File: src/rtl/hazard_stall_ctrl.sv
// Decode-stage hazard detector and stall sequencer for the RV32I 5-stage pipeline.
// Combinational outputs from registered state; single-cycle stalls stay in RUN, longer ones count down in STALL.
module hazard_stall_ctrl #(
  parameter int INSTR_W   = 32,
  parameter int REG_AW    = 5,
  parameter int MEM_DELAY = 4,
  parameter int BR_STALL  = 1,
  parameter int CNT_W     = 4
) (
  input  logic               clk,
  input  logic               nrst,
  input  logic [INSTR_W-1:0] instr_in,
  input  logic               instr_valid,
  input  logic               flush,
  input  logic               ext_stall,
  output logic               pc_en,
  output logic               fd_en,
  output logic               de_en,
  output logic               de_bubble,
  output logic [1:0]         hazard_type,
  output logic               busy
);

  localparam logic [6:0] OP_LOAD   = 7'b0000011;
  localparam logic [6:0] OP_STORE  = 7'b0100011;
  localparam logic [6:0] OP_BRANCH = 7'b1100011;
  localparam logic [6:0] OP_OP     = 7'b0110011;
  localparam logic [6:0] OP_JAL    = 7'b1101111;
  localparam logic [6:0] OP_LUI    = 7'b0110111;
  localparam logic [6:0] OP_AUIPC  = 7'b0010111;

  localparam logic [1:0] HZ_NONE     = 2'b00;
  localparam logic [1:0] HZ_LOAD_USE = 2'b01;
  localparam logic [1:0] HZ_ALU_BR   = 2'b10;
  localparam logic [1:0] HZ_LOAD_BR  = 2'b11;

  localparam logic [CNT_W-1:0] CNT_ONE   = CNT_W'(1);
  localparam logic [CNT_W-1:0] CNT_MEM_N = CNT_W'(MEM_DELAY);
  localparam logic [CNT_W-1:0] CNT_BR_N  = CNT_W'(BR_STALL);

  typedef enum logic [1:0] {
    ST_RESET,
    ST_RUN,
    ST_STALL
  } state_t;

  state_t            state_q, state_d;
  logic [CNT_W-1:0]  cnt_q, cnt_d;
  logic [1:0]        type_q, type_d;
  logic [REG_AW-1:0] ex_rd_q, ex_rd_d;
  logic [6:0]        ex_op_q, ex_op_d;

  logic [6:0]        dec_op;
  logic [REG_AW-1:0] dec_rs1, dec_rs2, dec_rd;

  logic              haz_match;
  logic              haz_vld;
  logic [1:0]        haz_type;
  logic [CNT_W-1:0]  haz_n;

  // Funct fields do not affect operand usage.
  logic unused_bits;
  assign unused_bits = ^{instr_in[INSTR_W-1:25], instr_in[14:12]};

  always_comb begin
    dec_op  = 7'd0;
    dec_rs1 = '0;
    dec_rs2 = '0;
    dec_rd  = '0;
    if (instr_valid) begin
      dec_op  = instr_in[6:0];
      dec_rs1 = instr_in[15 +: REG_AW];
      dec_rd  = instr_in[7 +: REG_AW];
      if (dec_op == OP_JAL || dec_op == OP_LUI || dec_op == OP_AUIPC)
        dec_rs1 = '0;
      if (dec_op == OP_BRANCH || dec_op == OP_STORE || dec_op == OP_OP)
        dec_rs2 = instr_in[20 +: REG_AW];
      if (dec_op == OP_BRANCH || dec_op == OP_STORE)
        dec_rd = '0;
    end
  end

  // A zero ex_rd never matches, so x0 and bubbles are hazard-free.
  always_comb begin
    haz_match = (ex_rd_q != '0) && ((dec_rs1 == ex_rd_q) || (dec_rs2 == ex_rd_q));
    haz_vld   = 1'b0;
    haz_type  = HZ_NONE;
    haz_n     = CNT_ONE;
    if (haz_match && ex_op_q == OP_LOAD) begin
      haz_vld = 1'b1;
      if (dec_op == OP_BRANCH) begin
        haz_type = HZ_LOAD_BR;
        haz_n    = CNT_MEM_N;
      end else begin
        haz_type = HZ_LOAD_USE;
      end
    end else if (haz_match && dec_op == OP_BRANCH) begin
      haz_vld  = 1'b1;
      haz_type = HZ_ALU_BR;
      haz_n    = CNT_BR_N;
    end
  end

  always_comb begin
    state_d     = state_q;
    cnt_d       = cnt_q;
    type_d      = type_q;
    pc_en       = 1'b1;
    fd_en       = 1'b1;
    de_en       = 1'b1;
    de_bubble   = 1'b0;
    hazard_type = HZ_NONE;
    busy        = (state_q == ST_STALL);

    if (flush) begin
      de_bubble = 1'b1;
      state_d   = ST_RUN;
      cnt_d     = '0;
    end else if (state_q == ST_RESET) begin
      pc_en     = 1'b0;
      fd_en     = 1'b0;
      de_bubble = 1'b1;
      state_d   = ST_RUN;
    end else if (ext_stall) begin
      pc_en = 1'b0;
      fd_en = 1'b0;
      de_en = 1'b0;
      if (state_q == ST_STALL)
        hazard_type = type_q;
    end else begin
      case (state_q)
        ST_RUN: begin
          if (haz_vld) begin
            pc_en       = 1'b0;
            fd_en       = 1'b0;
            de_bubble   = 1'b1;
            hazard_type = haz_type;
            // Single-cycle stalls resolve themselves once the bubble clears ex_rd.
            if (haz_n > CNT_ONE) begin
              state_d = ST_STALL;
              cnt_d   = haz_n - CNT_ONE;
              type_d  = haz_type;
            end
          end
        end
        ST_STALL: begin
          pc_en       = 1'b0;
          fd_en       = 1'b0;
          de_bubble   = 1'b1;
          hazard_type = type_q;
          if (cnt_q == CNT_ONE) begin
            state_d = ST_RUN;
            cnt_d   = '0;
          end else begin
            cnt_d = cnt_q - CNT_ONE;
          end
        end
        default: state_d = ST_RUN;
      endcase
    end
  end

  always_comb begin
    ex_rd_d = ex_rd_q;
    ex_op_d = ex_op_q;
    if (de_en) begin
      if (de_bubble) begin
        ex_rd_d = '0;
        ex_op_d = 7'd0;
      end else begin
        ex_rd_d = dec_rd;
        ex_op_d = dec_op;
      end
    end
  end

  always_ff @(posedge clk) begin
    if (!nrst) begin
      state_q <= ST_RESET;
      cnt_q   <= '0;
      type_q  <= HZ_NONE;
      ex_rd_q <= '0;
      ex_op_q <= 7'd0;
    end else begin
      state_q <= state_d;
      cnt_q   <= cnt_d;
      type_q  <= type_d;
      ex_rd_q <= ex_rd_d;
      ex_op_q <= ex_op_d;
    end
  end

endmodule

File: config.mk
export PLATFORM = sky130hd
export DESIGN_NAME = hazard_stall_ctrl
export DESIGN_NICKNAME = d
export VERILOG_FILES = /design/src/rtl/hazard_stall_ctrl.sv
export SDC_FILE = /design/constraint.sdc
export NUM_CORES = 1
export LEC_CHECK = 0
export ABC_AREA = 1
export BUFFER_PORTS_ARGS = -buffer_cell sky130_fd_sc_hd__buf_4
export CORE_ASPECT_RATIO = 1.2
export CORE_UTILIZATION = 30
export DETAILED_ROUTE_END_ITERATION = 8
export PLACE_DENSITY = 0.6
export SYNTH_ARGS = -nofsm -noshare
export SYNTH_HDL_FRONTEND = slang
export SYNTH_SLANG_ARGS = --single-unit
File: constraint.sdc
create_clock -name clk -period 1.95 [get_ports clk]
set_input_delay 0.0975 -clock clk [delete_from_list [all_inputs] [get_ports clk]]
set_output_delay 0.0975 -clock clk [all_outputs]
set_load 0.03 [all_outputs]
Word-level counts from Yosys, hierarchy flattened
Index checks and enable logic that the tools add are counted.
Storage, ports and cells
  logic and storage cells: 96
  input port bits: 37
  output and inout bits: 7
  flip-flop bits (word level): 20
Cells by class
  order comparisons: 1
  bitwise operators: 4
  reduce and logical (&&, ||, !) cells: 17
  equality and inequality tests: 20
  multiplexer cells: 46
  add/subtract/negate cells: 2
Operators by type and width (count)
  two-way mux 5 bit: 7
  two-way mux 2 bit: 11
  == test 7 x 6 -> 1 bit, second input constant: 3
  == test 7 bit, second input constant: 3
  two-way mux 1 bit: 16
  two-way mux 4 bit: 4
  two-way mux 7 bit: 2
  == test 5 bit: 2
  inequality test 4 bit, second input constant: 2
  case mux 2 bit (2 select lines): 2
  case mux 4 bit (2 select lines): 1
  AND reduction 4 bit: 2
  subtractor 4 x 1 -> 4 bit, second input constant: 2
  == test 7 x 2 -> 1 bit, second input constant: 1
  == test 7 x 5 -> 1 bit, second input constant: 1
  AND reduction 6 bit: 1
  logical OR 1 bit: 5
  AND reduction 5 bit: 1
  nonzero test 5 bit: 1
  == test 4 x 1 -> 1 bit, second input constant: 1
  greater-than comparator 4 x 1 -> 1 bit, second input constant: 1
  inequality test 2 bit, second input constant: 2
  inequality test 4 x 2 -> 1 bit, second input constant: 1
  NOT 1 bit: 4
  11 further kinds: 14

Logic depth before layout (Yosys ltp)
  word-level depth: 17
  depth in mapped cells: 17
  gate-level depth less buffers: 17

Worst setup path after synthesis
No wires, ideal clock.
  kind: register -> register
  from: reg state_q[0]
  to: reg ex_rd_q[3]
  data arrival time: 2.005 ns
  path slack: -0.194 ns
  cell stages (with the launch flop): 11
  period minus slack after synthesis: 2.144 ns
  data required time: 1.811 ns
  setup time: 0.139 ns
  path through: dfxtp_1 inv_1 ha_1 nor2_1 inv_1 nor2_1 inv_1 nand3_1 nor2_1 nand3_2 a21oi_2
On the way
  elaborated cells on any way between the ends: 10
  those cells by class: eq/ne: 2; mux: 7; reduce/logical: 1
RTL lines
  start, declared: RTL line 47  | state_t state_q, state_d;
  start signal, assigned: RTL line 185  | state_q <= state_d;
  zero test 2 bit: RTL line 119  | end else if (state_q == ST_RESET) begin
  two-way mux 1 bit: RTL line 119
  two-way mux 1 bit: RTL line 115  | if (flush) begin
  via de_en: RTL line 18  | output logic de_en,
  end signal, assigned: RTL line 188  | ex_rd_q <= ex_rd_d;
  end, declared: RTL line 50  | logic [REG_AW-1:0] ex_rd_q, ex_rd_d;
The timed path passes the listed nets, and every way through them passes these cells.
A chain may end at the register's enable or synchronous reset.

Final worst setup path
  from: reg ex_rd_q[4]
  to: out hazard_type[1]
On the way
  longest elaborated chain between the ends: 11
  elaborated cells on any way between the ends: 16
  those cells by class: eq/ne: 2; mux: 9; reduce/logical: 5
Ends and longest elaborated chain
  == test 5 bit: RTL line 85  | haz_match = (ex_rd_q != '0) && ((dec_rs1 == ex_rd_q) || (dec_rs2 == ex_rd_q));
  logical OR 1 bit: RTL line 85
  logical AND 1 bit *: RTL line 85
  logical AND 1 bit: RTL line 97  | end else if (haz_match && dec_op == OP_BRANCH) begin
  two-way mux 2 bit or two-way mux 1 bit (tied branches): RTL line 97
  two-way mux 2 bit or two-way mux 1 bit (tied branches): RTL line 89  | if (haz_match && ex_op_q == OP_LOAD) begin
  two-way mux 2 bit *: RTL line 133  | if (haz_vld) begin
  case mux 2 bit (2 select lines) *: RTL line 131  | case (state_q)
  two-way mux 2 bit *: RTL line 124  | end else if (ext_stall) begin
  two-way mux 2 bit *: RTL line 119
  two-way mux 2 bit *: RTL line 115
  end, declared: RTL line 20  | output logic [1:0] hazard_type,
Every way passes the cells marked *; elsewhere a longest branch is shown, timed or not.

==> out/qor.yml <==
ys_async_sr_fraction_pct: 0
fp-row-count: 30
yosysTopAreaCell: "dfxtp_1"
synthTopCellsByCount: "60 x nand2_1, 35 x inv_1, 35 x nor2_1"
die_h_microns: 85.8
crit_type: "reg2out"
multi_input_area_sq_um: 1190
status: "completed"
clock_sinks: 20
period_needed_ns: 1.83
worstPathRequired_ns: 1.85
netlist_instances: 265
portBuffers: 33
wirelength_microns: 4210
wl_per_cell_microns: 10.9
syn-num-nets: 308
grt_first_pass_wirelength_microns: 7380
antenna_found_initial: 0
h-tree-depth: 1
max_stage_delay_ns: 0.38
synth-edff-count: 0
cts_buffers: 3
crit_chain: "inv_1 > nand4_1 > nand2_1 > nor2_1 > nand3_2 > a21boi_2 > nand3_1 > a21oi_1 > buf_4"
cp.arrival_ns: 1.73
start_util_pct: 31.0
synthTopCellsByArea: "dfxtp_1 23%, nand2_1 13%, inv_1 7.5%"
finalNetCount: 349
fillers: 601
grt_use_total_pct: 14.7
ys_ff_latch: 20
ios: 44
grt_pass1_vias: 1738
seq_area_sq_um: 409
drc_errors: 0
r2r_cells: 13
finalMaxSlewViolations: 0
finalSetupViolations: 0
via_per_inst: 4.65
final_cells: 385
die_w_microns: 71.9
hold_end: "ex_rd_q[1]"
ys.flop_type: "dfxtp_1"
synth_cell_types: 32
synth_area_sq_um: 1760
utilization_pct: 39.5
fin_area_sq_um: 2240
vias: 1789
clock_tree.buffer_depth: 2
setup_slack_ns: 0.123
regToRegSetupSlack_ns: 0.32
fmax_ghz: 0.547
fp.coreArea_sq_um: 5670
powerDensity_nw_per_um2: 462
area_growth_pct: 27.4
ys_warn_count: 0
hold_path_startpoint: "instr_in[8]"
overflow: 0
grt_start_max_net_pins: 19
cts_tree: "done"
dpl.hpwl_microns: 3330
rr_startpoint: "ex_rd_q[4]"
max_slew_margin_pct: 76.8
place_inst: 380
r2r-end: "cnt_q[2]"
n_antenna_cell: 0
gp_congestion: 0.769
cp-start-kind: "flip-flop"
final_hold_viol_count: 0
netlist.area_leader.share_pct: 22.8
avgSynthCellArea_sq_um: 6.63
peakVddDrop_v: 0.000207
drtPass1Iterations: 4
skew_ns: 0.00448
tightest_slew_ns: 0.348
dieArea_sq_um: 6170
layout-drive-gt1-share_pct: 32.5
dpl_worst_slack_ns: 0.0471
maxCapViolCount: 0
drt_iter0_markers: 60
post_dp_cell_area_sq_um: 2140
fin_crit_sh_pct: 93.7
crit_slowest_cell: "dfxtp_4"
cp_max_fo: 5
rsz0062_at_grt: "yes"
yosysMostFrequentCell: "nand2_1"
hold_depth: 5
leakagePower_uw: 0.00101
ant_nets: 0
synth-seq-area-share_pct: 22.8
cp-end-kind: "output port"
worstSkewPairLatency_ns: 0.27
cts_root_buffer: "clkbuf_8"
hp-class: "in2reg"
cts.clk_slew.worst_paths_ns: 0.08
## layout make-up
class,count,area share [%]
Multi-Input combinational cell,202,53.4
Sequential cell,20,18.3
Clock buffer,4,2.46
Inverter,36,6.04
Timing Repair Buffer,43,15.3
Tap cell,80,4.47
## flip-flops by register name, indices dropped and copies added (netlist names)
signal and flops:
type_q 2, ex_rd_q 5, cnt_q 4, ex_op_q 7, state_q 2
## worst max path at each step
stage | from | to | cells past startpoint
after floorplan | state_q[0] | ex_rd_q[3] | 10
after global placement | instr_in[4] | ex_rd_q[1] | 16
after detailed placement | instr_in[4] | ex_rd_q[4] | 16
after CTS | ex_rd_q[1] | de_bubble | 11
after global routing | ex_rd_q[4] | de_bubble | 11
final | ex_rd_q[4] | hazard_type[1] | 9
## power breakdown
group,internal [uW],leakage [uW],switching (uW),total [uW]
logic,114,0.000819,172,286
clock network,180,0.0000288,143,323
registers,416,0.000164,7.97,424
total,710,0.00101,323,1030
## routing by layer
metal / wire length, microns / global-route usage (%) / vias up
met3: 174 / 1.65 / 7
li1: - / - / 942
met2: 1940 / 25.6 / 47
met4: 83 / 5.88 / 0
met1: 2010 / 18.2 / 793
met5: 0 / 0 / -
## through the flow
| step | hold WS [ns] | total power (uW) | TNS (ns) |
|---|---|---|---|
| after floorplan | 0.282 | 614 | 0 |
| after global routing | 0.166 | 1090 | -0.0354 |
| final | 0.161 | 1030 | 0 |
| after global placement | 0.427 | 709 | 0 |
| after detailed placement | 0.429 | 711 | 0 |
| after CTS | 0.157 | 1040 | 0 |
## worst max-delay path, delay by kind of cell, from the launching register on
| kind | cells | cell delay [ns] |
|---|---|---|
| flip-flops | 1 | 0.38 |
| AND/OR/NAND/NOR | 5 | 0.47 |
| buffers and inverters | 2 | 0.24 |
| AO/OA/AOI/OAI | 2 | 0.38 |
## kinds of logic (layout without fill, tap and decap cells)
family / after synthesis / after routing / share of synthesized area [%]
simple gates: 166 / 166 / 50.2
xor+xnor: 2 / 2 / 0.997
flops: 20 / 20 / 22.8
compound gates: 28 / 28 / 11.3
buf+inv: 43 / 83 / 10.4
fa+ha+maj: 6 / 6 / 4.27
## placed cells by master, fill, tap and decap left out
cell type	count
nand2_1	60
buf_4	41
inv_1	35
nor2_1	32
nand3_1	23
dfxtp_1	15
nand3_2	13
nand4_1	10
a21oi_2	10
a21oi_1	10
nand2_2	9
ha_1	6
nor2_2	4
nor3_1	4
clkbuf_8	4
dfxtp_2	4
o21ai_1	3
nor3b_1	3
nand3_4	2
xor2_1	2
nand2_4	2
nor4_4	1
nor2_4	1
nor2_8	1
o2111ai_2	1
a21boi_2	1
o2111ai_1	1
nand4_2	1
inv_2	1
o21ai_0	1
o211a_1	1
dfxtp_4	1
buf_12	1
buf_8	1
## timing repair
action,CTS,global route
hold endpoints to repair,0,0
setup buffers,0,1
pin swaps,0,2
hold buffers,0,0
endpoints found under the setup margin,3,5
resized for setup,4,9
No activity file was read; power rests on OpenSTA's default activity.
